===== src/rtl/mem_port_arbiter_pkg.sv =====
// Shared definitions for the RAM port arbiter and the control unit:
// size and error codes, RAM_OpCode layout and the sequencer states.
package mem_pkg;

  typedef enum logic [1:0] {
    SZ_BYTE = 2'b00,
    SZ_HALF = 2'b01,
    SZ_WORD = 2'b10,
    SZ_ILL  = 2'b11
  } size_e;

  typedef enum logic [1:0] {
    ERR_NONE  = 2'b00,
    ERR_ALIGN = 2'b01,
    ERR_TMO   = 2'b10
  } err_cause_e;

  typedef struct packed {
    logic [1:0] rsvd;
    logic       we;
    logic       sgn;
    size_e      size;
  } ram_op_t;

  typedef enum logic [1:0] {
    ST_DRAIN,
    ST_IDLE,
    ST_ACCESS,
    ST_RELEASE
  } state_e;

  function automatic ram_op_t mk_op(logic is_store, logic is_signed, size_e sz);
    ram_op_t op;
    op.rsvd = 2'b00;
    op.we   = is_store;
    op.sgn  = is_signed;
    op.size = sz;
    return op;
  endfunction

endpackage


===== src/rtl/mem_port_arbiter_align_chk.sv =====
// Alignment check for a (size, address) pair; also used by the trap logic.
module mem_align_chk
  import mem_pkg::*;
(
  input  size_e      size,
  input  logic [1:0] addr_lo,
  output logic       ok
);

  always_comb begin
    ok = 1'b0;
    case (size)
      SZ_BYTE: ok = 1'b1;
      SZ_HALF: ok = ~addr_lo[0];
      SZ_WORD: ok = (addr_lo == 2'b00);
      default: ok = 1'b0;
    endcase
  end

endmodule


===== src/rtl/mem_port_arbiter.sv =====
// Serialises fetch and data requests onto the single RAM port, runs the
// MFC handshake and reports misalignment and timeout errors.
module mem_port_arbiter
  import mem_pkg::*;
#(
  parameter int unsigned ADDR_W     = 9,
  parameter int unsigned TIMEOUT    = 15,
  parameter int unsigned STARVE_MAX = 4
) (
  input  logic              Clk,
  input  logic              RESET,
  input  logic              if_req,
  input  logic [31:0]       if_addr,
  output logic              if_ack,
  input  logic              d_req,
  input  logic              d_we,
  input  logic [1:0]        d_size,
  input  logic              d_signed,
  input  logic [31:0]       d_addr,
  input  logic [31:0]       d_wdata,
  output logic              d_ack,
  output logic [31:0]       rdata,
  output logic              err,
  output logic [1:0]        err_cause,
  output logic              RAM_enable,
  output logic [5:0]        RAM_OpCode,
  output logic [ADDR_W-1:0] ram_addr,
  output logic [31:0]       ram_wdata,
  input  logic [31:0]       ram_rdata,
  input  logic              MFC
);

  localparam int unsigned TW = (TIMEOUT > 1) ? $clog2(TIMEOUT) : 1;
  localparam int unsigned SW = $clog2(STARVE_MAX + 1);

  state_e        state, state_n;
  logic [TW-1:0] tmo_cnt;
  logic [SW-1:0] starve_cnt;
  logic          owner_d;
  logic          grant, grant_d, ack_d, align_ok;
  logic          done_ok, done_err;
  err_cause_e    cause_n;
  size_e         sel_size;
  logic [31:0]   sel_addr;
  ram_op_t       sel_op;
  logic          unused_addr_hi;

  // Data wins unless fetch has already been passed over STARVE_MAX times.
  assign grant_d  = d_req && !(if_req && starve_cnt == SW'(STARVE_MAX));
  assign grant    = (state == ST_IDLE) && (d_req || if_req);
  assign sel_size = grant_d ? size_e'(d_size) : SZ_WORD;
  assign sel_addr = grant_d ? d_addr : if_addr;
  assign sel_op   = mk_op(grant_d & d_we, grant_d & d_signed, sel_size);
  assign ack_d    = (state == ST_IDLE) ? grant_d : owner_d;
  assign unused_addr_hi = ^sel_addr[31:ADDR_W];

  assign RAM_enable = (state == ST_ACCESS);

  mem_align_chk u_align (
    .size    (sel_size),
    .addr_lo (sel_addr[1:0]),
    .ok      (align_ok)
  );

  always_comb begin
    state_n  = state;
    done_ok  = 1'b0;
    done_err = 1'b0;
    cause_n  = ERR_NONE;
    unique case (state)
      ST_DRAIN:   if (!MFC) state_n = ST_IDLE;
      ST_IDLE: begin
        if (grant) begin
          if (!align_ok) begin
            done_err = 1'b1;
            cause_n  = ERR_ALIGN;
            state_n  = ST_RELEASE;
          end else begin
            state_n = ST_ACCESS;
          end
        end
      end
      ST_ACCESS: begin
        if (MFC) begin
          done_ok = 1'b1;
          state_n = ST_RELEASE;
        end else if (tmo_cnt == TW'(TIMEOUT - 1)) begin
          done_err = 1'b1;
          cause_n  = ERR_TMO;
          state_n  = ST_RELEASE;
        end
      end
      ST_RELEASE: if (!MFC) state_n = ST_IDLE;
    endcase
  end

  always_ff @(posedge Clk) begin
    if (RESET) begin
      state      <= ST_DRAIN;
      tmo_cnt    <= '0;
      starve_cnt <= '0;
      owner_d    <= 1'b0;
      if_ack     <= 1'b0;
      d_ack      <= 1'b0;
      rdata      <= '0;
      err        <= 1'b0;
      err_cause  <= '0;
      RAM_OpCode <= '0;
      ram_addr   <= '0;
      ram_wdata  <= '0;
    end else begin
      state  <= state_n;
      if_ack <= (done_ok || done_err) && !ack_d;
      d_ack  <= (done_ok || done_err) && ack_d;
      if (done_ok || done_err) begin
        err       <= done_err;
        err_cause <= cause_n;
      end
      if (done_ok) rdata <= ram_rdata;
      tmo_cnt <= (state == ST_ACCESS && state_n == ST_ACCESS) ? tmo_cnt + 1'b1 : '0;
      if (grant) begin
        owner_d    <= grant_d;
        ram_addr   <= sel_addr[ADDR_W-1:0];
        RAM_OpCode <= sel_op;
        ram_wdata  <= grant_d ? d_wdata : '0;
        if (!grant_d) starve_cnt <= '0;
        else if (if_req && starve_cnt != SW'(STARVE_MAX)) starve_cnt <= starve_cnt + 1'b1;
      end
    end
  end

endmodule


===== config.mk =====
export PLATFORM = sky130hd
export DESIGN_NAME = mem_port_arbiter
export DESIGN_NICKNAME = d
export VERILOG_FILES = /design/src/rtl/mem_port_arbiter_pkg.sv /design/src/rtl/mem_port_arbiter_align_chk.sv /design/src/rtl/mem_port_arbiter.sv
export SDC_FILE = /design/constraint.sdc
export NUM_CORES = 1
export LEC_CHECK = 0
export ABC_CLOCK_PERIOD_IN_PS = 4200
export CORE_MARGIN = 2
export CORE_UTILIZATION = 35
export CTS_CLUSTER_DIAMETER = 100
export CTS_CLUSTER_SIZE = 8
export DETAILED_ROUTE_END_ITERATION = 8
export HOLD_SLACK_MARGIN = 0.06
export PLACE_DENSITY = 0.79
export SLEW_MARGIN = 20
export SYNTH_ARGS = -nofsm -noshare
export SYNTH_HDL_FRONTEND = slang
export SYNTH_HIERARCHICAL = 1
export SYNTH_SLANG_ARGS = --single-unit
export TNS_END_PERCENT = 5

===== constraint.sdc =====
create_clock -name Clk -period 4.2 [get_ports Clk]
set_clock_uncertainty 0.1 [all_clocks]
set_input_delay 0.42 -clock Clk [delete_from_list [all_inputs] [get_ports Clk]]
set_output_delay 0.42 -clock Clk [all_outputs]
set_load 0.05 [all_outputs]

* Word-level counts from Yosys, hierarchy flattened
Index checks and enable logic that the tools add are counted.
** Storage, ports and cells
- Register bits after elaboration :: 92
- Latch bits :: 0
- Memory bits (writable) :: 0
- Memory bits (read-only) :: 0
- Bits of input ports :: 137
- Memories kept :: 0
** Operators by class
- Add/subtract/negate cells :: 2
- $mul :: 0
- Divide/modulo/power cells :: 0
- Magnitude comparators :: 0
- Equality and inequality tests :: 10
- Shift-type cells :: 0
- Multiplexer cells :: 25
- Bitwise operators :: 4
- Reduce and logical (&&, ||, !) cells :: 17
** Operators by type and width (count)
- $mux 32 :: 1
- $mux 2 :: 7
- $mux 1 :: 10
- $mux 9 :: 1
- $eq 2x2->1 const B :: 4
- $logic_and 1x1->1 :: 7
- $logic_not 2->1 :: 3
- $mux 3 :: 2
- $pmux 2 s3 :: 1
- $add 4x1->4 const B :: 1
- $eq 2x1->1 const B :: 2
- $eq 4x4->1 const B :: 1
- $pmux 2 s2 :: 1
- $reduce_or 2->1 :: 2
- $add 3x1->3 const B :: 1
- $eq 3x3->1 const B :: 1
- $ne 3x3->1 const B :: 1
- $pmux 1 s3 :: 1
- $and 1x1->1 :: 2
- $logic_not 1->1 :: 2
- $logic_or 1x1->1 :: 2
- $ne 2x1->1 const B :: 1
- $not 1->1 :: 2
- $pmux 1 s2 :: 1
- $reduce_and 2->1 :: 1

* Depth between registers and ports, before layout
Gate-level depths: netlist of run 1.
- Depth in word-level cells :: 14
- Depth in mapped cells :: 11

* By module
Netlist of run 1, hierarchy kept.
** By module, submodules not included
- mem_port_arbiter :: instances 1, cells an instance 402, area each 3479.6 um^2, sequential area each 1841.8 um^2
- mem_align_chk :: instances 1, cells an instance 2, area each 13.8 um^2, sequential area each 0.0 um^2

* Least setup slack after synthesis of run 1
Ideal clock, no wire load.
- Kind :: register to register
- Start :: reg starve_cnt[0]
- End :: reg state[0]
- Setup time :: 127 ps
- Data arrival time :: 1869 ps
- Path slack :: 2104 ps
- Stages on the path, launching flop included :: 11
- Buffers on the path :: 0
- Clock period less this slack :: 2096 ps
- Path through :: dfxtp_1 > inv_1 > ha_1 > nand3_2 > and2_1 > mux2_4 > o21a_1 > o22ai_1 > nand2b_1 > a32oi_2 > nor2b_1
** Between the ends
- Word-level cells in the longest chain between the ends :: 10
- Elaborated cells on any way between the ends :: 15
** Ends and longest elaborated chain
- start: declaration :: line mem_port_arbiter.sv:38 : logic [SW-1:0] starve_cnt;
- start signal: assignment :: line mem_port_arbiter.sv:127 : else if (if_req && starve_cnt != SW'(STARVE_MAX)) starve_cnt <= starve_cnt + 1'b1;
- $eq 3x3->1 :: line mem_port_arbiter.sv:49 : assign grant_d = d_req && !(if_req && starve_cnt == SW'(STARVE_MAX));
- $logic_and 1x1->1 :: line mem_port_arbiter.sv:49
- $logic_not 1->1 :: line mem_port_arbiter.sv:49
- $logic_and 1x1->1 :: line mem_port_arbiter.sv:49
- $mux 9 :: line mem_port_arbiter.sv:52 : assign sel_addr = grant_d ? d_addr : if_addr;
- via sel_addr[1] :: line mem_port_arbiter.sv:44 : logic [31:0] sel_addr;
- $logic_not 2->1 :: line mem_port_arbiter_align_chk.sv:15 : SZ_WORD: ok = (addr_lo == 2'b00);
- $pmux 1 s3 :: line mem_port_arbiter_align_chk.sv:12 : case (size)
- via align_ok :: line mem_port_arbiter.sv:40 : logic grant, grant_d, ack_d, align_ok;
- $mux 1 :: line mem_port_arbiter.sv:74 : if (!align_ok) begin
- $mux 2 :: line mem_port_arbiter.sv:73 : if (grant) begin
- $pmux 2 s3 :: line mem_port_arbiter.sv:70 : unique case (state)
- end signal: assignment :: line mem_port_arbiter.sv:112 : state <= state_n;
- end: declaration :: line mem_port_arbiter.sv:36 : state_e state, state_n;
The timed path passes the listed nets, and every way through them passes these cells.
A chain may end at the register's enable or synchronous reset.

* Worst setup path in the final report of run 1
Ends and elaborated chain as after synthesis.

==> summary.md, run 1 <==
| Metric | Value |
|---|---|
| Leakage | `1.90 nW` |
| Clock latency on the worst-skew pair | `340 ps` |
| N_diodes | `0` |
| Simple-Gate Fraction of Synth Area | `19.6%` |
| Gr ovfl total | `0` |
| WL/cell | `13.7 um` |
| DRC | `0` |
| Fin. Hold Viols | `0` |
| Yosys cell types | `36` |
| Initial antenna violation count | `0` |
| WHS | `358 ps` |
| Non-Filler Instances | `699` |
| Worst slew margin | `35.6%` |
| Status | `finished, final reports clean` |
| Post-synthesis mux area share | `0.860%` |
| RSZ-0062 raised after global routing | `false` |
| Via density | `4.83` |
| Final worst path period need | `2700 ps` |
| Clock-pin slew of the registers on the worst-case setup and hold paths | `80 ps` |
| Initial core utilization | `35.9%` |
| Ys async rst share | `0%` |
| Port buffer count | `173` |
| Sinks on Clock Net | `92` |
| Hold_buf cts | `0` |
| Critical path startpoint category | `flip-flop` |
| Largest family of logic cells by synthesized area | `simple AND/OR/NAND/NOR gates` |
| Worst Setup Slack, final | `1500 ps` |
| Commonest non-fill, non-tap cell in the layout | `clkdlybuf4s50_1` |
| ANT nets after route | `0` |
| Max Cap Violations | `0` |
| Post-CTS setup repair buffer count | `0` |
| First-pass DRT Iterations | `4` |
| Worst setup path endpoint | `state[0]$_SDFF_PP0_` |
| FF-to-FF setup slack | `1500 ps` |
| Pwr per Cell Area | `502 mW/mm2` |
| Count of flip-flops with a built-in enable after synthesis | `0` |
| 1st-iter DRT viols | `128` |
| Worst Path Arrival | `2800 ps` |
| #FFs+latches synth | `92` |
| Die Area | `0.0108 mm2` |
| Pre-CTS setup slack | `1140 ps` |
| First-pass GRT wire length | `15800 um` |
| H-tree depth | `3` |
| Post-Route Utilization | `55.7%` |
| Cell area after synthesis | `0.00349 mm2` |
| CTS Buf Count | `9` |
| Avg Cell Area, Syn | `8.65 um2` |
| Adder-cell area share of the yosys netlist | `2.51%` |
| Seq/Total Area, Yosys | `52.7%` |
| Max Fclk | `370 MHz` |
| Detail Placement HPWL | `6730 um` |
| Row Count | `36` |
| WS Path Type | `reg2reg` |
| Final nets | `705` |
| CTS tree | `yes` |
| Gpl congestion | `0.754` |
| Hold Path Class | `reg2reg` |
| Setup crit end kind | `flip-flop` |
| Slew Viols, Final | `0` |
| Area fraction in compound gates after synthesis | `18.4%` |
| Fraction of layout instances using a drive strength above 1 | `4.77%` |
| Max FO, Critical Path | `12` |
| Reg2reg path depth | `10` |
| DR vias | `3378` |
| Total Wirelength | `9580 um` |
| Die span in y | `104 um` |
| CP max stage cell | `and2_1` |
| Synth warn | `6` |
| Worst path max stage delay | `450 ps` |
| Post-Synthesis Cells | `404` |
| Post-Synth XOR/XNOR Area | `0.501%` |
| RR Startpoint | `starve_cnt[0]$_SDFFE_PP0P_` |
| # resized after CTS | `0` |
| IO Pins | `222` |
| Area growth, synth to finish | `55.2%` |
| Final Setup Violations | `0` |
| Pin count of the biggest net entering global routing | `52` |
| Commonest non-fill, non-tap cells in the layout | `clkdlybuf4s50_1 (172), dfxtp_1 (92), nand2_1 (88)` |
| CTS Root Cell | `clkbuf_8` |
| Final Cycle Share | `64.4%` |
| Max clock buf depth | `2` |
| TNS Setup | `0 ps` |
| Crit path from | `starve_cnt[0]$_SDFFE_PP0P_` |
| Cell Chain, Critical Path | `inv_1 > ha_1 > nand3_2 > and2_1 > mux2_4 > o21a_1 > o22ai_1 > nand2b_1 > a32oi_2 > nor2b_1` |
| Ys flop type | `dfxtp_1` |
| Chip width | `104 um` |
| Reg2reg end | `state[0]$_SDFF_PP0_` |
| Area of the core | `0.00973 mm2` |
| Slew @ Worst Pin | `966 ps` |
| Dpl cells | `683` |
| Gr usage total | `17.7%` |
| Max IR drop VDD | `0.000215 V` |
| FILL cells | `880` |
| Worst Path Required | `4300 ps` |
| Vias in the first global route | `3310` |
-- kinds of logic after synthesis --
| logic type | Yosys count |
|---|---|
| AOI/OAI and AO/OA | 98 |
| xor gates and xnor gates | 2 |
| adders and majority gates | 7 |
| buffers and inverters | 37 |
| DFF | 92 |
| muxes | 2 |
| other | 1 |
| and+or+nand+nor | 165 |
-- layer usage --
metal,track usage [%],wire [um]
met5,0,0
met2,28.6,4460
met4,7.14,125
met3,6.02,847
met1,21.7,4150
-- registers in the layout, indices dropped and copies added (netlist names) --
name        flops
state           2
starve_cnt      3
RAM_OpCode      4
owner_d         1
tmo_cnt         4
rdata          32
if_ack          1
ram_wdata      32
err_cause       2
err             1
ram_addr        9
d_ack           1
-- stage by stage --
| stage | cell area (um2) | total power, mW |
|---|---|---|
| floorplan | 3500 | 1.86 |
| global placement | 5250 | 2.20 |
| detailed placement | 5250 | 2.22 |
| CTS | 5420 | 2.76 |
| global route | 5420 | 2.88 |
| finish | 5420 | 2.72 |
-- worst max-delay path: cells and delay by family, from the launching register on --
| family | cells | cell delay, ps |
|---|---|---|
| and+or+nand+nor | 4 | 890 |
| muxes | 1 | 350 |
| adders and majority gates | 1 | 200 |
| buffers and inverters | 1 | 60 |
| DFF | 1 | 380 |
| AOI/OAI and AO/OA | 3 | 590 |
-- power breakdown --
part / switching (mW) / internal, mW / leakage (nW)
clock: 0.297 / 0.228 / 0.0889
combinational: 0.735 / 0.407 / 1.07
sequential: 0.0651 / 0.993 / 0.746
total: 1.10 / 1.63 / 1.90
-- layout make-up --
cell class              count  area [um2]  share of cell area (%)
repair buffers            176        1750                    32.3
multi-input cells         276        1470                    27.2
clock inverters             5        27.5                   0.508
clock buffers              11         141                    2.61
inverters                   6        22.5                   0.415
flip-flops and latches     92        1840                    34.0
well taps                 133         166                    3.07
-- how the worst min path moves through the flow --
stage / start / to / cells past startpoint
final: rdata[6]$_SDFFE_PP0P_ / rdata[6]$_SDFFE_PP0P_ / 2
after global placement: rdata[3]$_SDFFE_PP0P_ / rdata[3]$_SDFFE_PP0P_ / 2
after detailed placement: rdata[7]$_SDFFE_PP0P_ / rdata[7]$_SDFFE_PP0P_ / 2
after floorplan: starve_cnt[1]$_SDFFE_PP0P_ / starve_cnt[1]$_SDFFE_PP0P_ / 2
after global routing: rdata[7]$_SDFFE_PP0P_ / rdata[7]$_SDFFE_PP0P_ / 2
after CTS: rdata[7]$_SDFFE_PP0P_ / rdata[7]$_SDFFE_PP0P_ / 2
-- synth_stat cells (all sizes together), types with 3 or more instances --
library cell  number  area [um2]
a31oi              3        18.8
and2               3        18.8
or3                3        23.8
buf               18         114
o21a               6        45.0
clkbuf            13        48.8
a311oi             7        61.3
nor2              49         184
ha                 7        87.6
a22oi             34         255
a21oi             42         210
nor3               7        35.0
nand2             89         334
nand3              5        30.0
inv                6        22.5
dfxtp             92        1840
No activity file was read; power rests on OpenSTA's default activity.
==> run 2: changes to the inputs <==
Settings changed: ABC_CLOCK_PERIOD_IN_PS 4200 to 2400, CORE_UTILIZATION 35 to 33, PLACE_DENSITY 0.79 to 0.78.
Clock period 4.2 ns to 2.4 ns, I/O delays scaled along.
==> run 2 against run 1 <==
Via count is 0.30% higher. Final cell count is 1.7% higher. Final area is 2.4% higher. Flip-flop and latch count stayed put. Critical path depth stayed put. Global-route usage is 1.5 points lower.
==> summary.md, run 2 (synthesis results as in run 1) <==
| Metric | Value |
|---|---|
| Status | `finished, final reports clean` |
| CTS tree | `yes` |
| Final worst path period need | `2230 ps (-478 ps)` |
| CTS Buf Count | `9 (unchanged)` |
| Worst Path Required | `2560 ps (-1740 ps)` |
| Max Fclk | `449 MHz (+21%)` |
| Final Cell Area | `0.00555 mm2 (+2.4%)` |
| Max FO, Critical Path | `5 (-7)` |
| Leakage | `1.98 nW (+3.9%)` |
| Pin count of the biggest net entering global routing | `40 (-23%)` |
| 1st-iter DRT viols | `179 (+40%)` |
| Hold_buf cts | `0 (unchanged)` |
| Max IR drop VDD | `0.000389 V (+81%)` |
| Post-Route Utilization | `53.8% (-2.0 points)` |
| Total power | `4.91 mW (+80%)` |
| N_diodes | `0 (unchanged)` |
| First-pass GRT wire length | `15100 um (-4.1%)` |
| Area growth, synth to finish | `58.9%` |
| DRC | `0 (unchanged)` |
| RSZ-0062 raised after global routing | `false` |
| Die Area | `0.0114 mm2 (+5.8%)` |
| Total Wirelength | `9420 um (-1.7%)` |
| Largest regs | `ram_wdata (32), rdata (32), ram_addr (9)` |
| Final nets | `715 (+1.4%)` |
| Max clock buf depth | `2 (unchanged)` |
| Post-CTS setup repair buffer count | `0 (unchanged)` |
| Slew Viols, Final | `0 (unchanged)` |
| Gpl congestion | `0.778 (+3.1%)` |
| Sinks on Clock Net | `92 (unchanged)` |
| Row Count | `37 (+2.8%)` |
| Cell Chain, Critical Path | `inv_1 > ha_1 > nand3_2 > and2_1 > mux2_4 > o21a_1 > o22ai_2 > nand2b_1 > a32oi_2 > nor3_1` |
| Initial antenna violation count | `0 (unchanged)` |
| Area of the core | `0.0103 mm2 (+6.1%)` |
| Commonest non-fill, non-tap cells in the layout | `clkdlybuf4s50_1 (171), dfxtp_1 (92), nand2_1 (89)` |
| Pwr per Cell Area | `885 mW/mm2 (+76%)` |
| Slew @ Worst Pin | `559 ps (-407 ps)` |
| Final Setup Violations | `0 (unchanged)` |
| Fin. Hold Viols | `0 (unchanged)` |
| DR vias | `3388 (+0.30%)` |
| TNS Setup | `0 ps (unchanged)` |
| ANT nets after route | `0 (unchanged)` |
| Via density | `4.77 (-1.4%)` |
| Final Cycle Share | `92.7% (+28 points)` |
| Port buffer count | `173 (unchanged)` |
| Worst path max stage delay | `380 ps (-70 ps)` |
| Commonest non-fill, non-tap cell in the layout | `clkdlybuf4s50_1` |
| Worst Path Arrival | `2390 ps (-410 ps)` |
| First-pass DRT Iterations | `4 (unchanged)` |
| Hold Path Class | `in2reg` |
| IO Pins | `222 (unchanged)` |
| Gr usage total | `16.2% (-1.5 points)` |
| # resized after CTS | `0 (unchanged)` |
| CP max stage cell | `dfxtp_1` |
| Setup crit end kind | `flip-flop` |
| WL/cell | `13.2 um (-3.4%)` |
| Clock-pin slew of the registers on the worst-case setup and hold paths | `90 ps (about the same)` |
| Critical path startpoint category | `flip-flop` |
| Detail Placement HPWL | `6980 um (+3.8%)` |
| Worst slew margin | `62.7% (+27 points)` |
| Placed cell areas | `0.00534 mm2 (+1.7%)` |
| Initial core utilization | `33.8% (-2.1 points)` |
| Die span in y | `107 um (+2.9%)` |
| WS Path Type | `reg2reg` |
| Gr ovfl total | `0 (unchanged)` |
| Max Cap Violations | `0 (unchanged)` |
| CTS Root Cell | `clkbuf_8` |
| FF-to-FF setup slack | `170 ps (-1320 ps)` |
| Fraction of layout instances using a drive strength above 1 | `6.26% (+1.5 points)` |
| H-tree depth | `3 (unchanged)` |
| Clock latency on the worst-skew pair | `340 ps (about the same)` |
| Vias in the first global route | `3262 (-1.5%)` |
| Chip width | `107 um (+2.9%)` |
run 2: layout make-up:
type / count / area (um2)
multi-input cells: 276 / 1480
clock inverters: 5 / 62.6
well taps: 136 / 170
fillers: 932 / 4770
repair buffers: 186 / 1840
inverters: 6 / 22.5
flip-flops and latches: 92 / 1840
clock buffers: 10 / 138
run 2: worst paths after layout:
kind	start	end	cells after the start
worst max-delay path	starve_cnt[0]$_SDFFE_PP0P_	tmo_cnt[2]$_SDFF_PP0_	10
worst min-delay path	RESET	owner_d$_SDFFE_PP0P_	2
worst max register to register	starve_cnt[0]$_SDFFE_PP0P_	tmo_cnt[2]$_SDFF_PP0_	10
worst min register to register	rdata[21]$_SDFFE_PP0P_	rdata[21]$_SDFFE_PP0P_	2
run 2: power by group:
part / internal (mW) / switching, mW / leakage (nW)
logic: 0.741 / 1.29 / 1.14
registers: 1.74 / 0.114 / 0.746
clock network: 0.508 / 0.524 / 0.0946
total: 2.99 / 1.92 / 1.98
run 2: critical path: cells and delay by family (launching register included):
| kind | cells | cell delay, ps |
|---|---|---|
| fa+ha+maj | 1 | 210 |
| buf+inv | 1 | 60 |
| compound gates | 3 | 500 |
| mux | 1 | 310 |
| simple gates | 4 | 590 |
| flops | 1 | 380 |
run 2: layer usage:
metal	vias to the layer above	global-route usage [%]	part of all wire (%)
li1	1699	-	-
met1	1555	18.5	42
met2	122	28.8	48
met3	12	4.86	7.9
met4	0	5.19	1.5
met5	-	0	0
run 2: metrics by stage:
step	setup WS, ps	std cells	hold slack (ps)
final	174	711	275
after global routing	7.88	711	281
after CTS	53.2	711	261
after detailed placement	-70.2	696	348
after global placement	-19.1	696	341
after floorplan	304	405	276
==> run 3: changes to the inputs <==
Settings changed: GPL_ROUTABILITY_DRIVEN from default to 0.
==> results of run 3 <==
The final DEF is identical to that of run 2; final timing and power are the same.
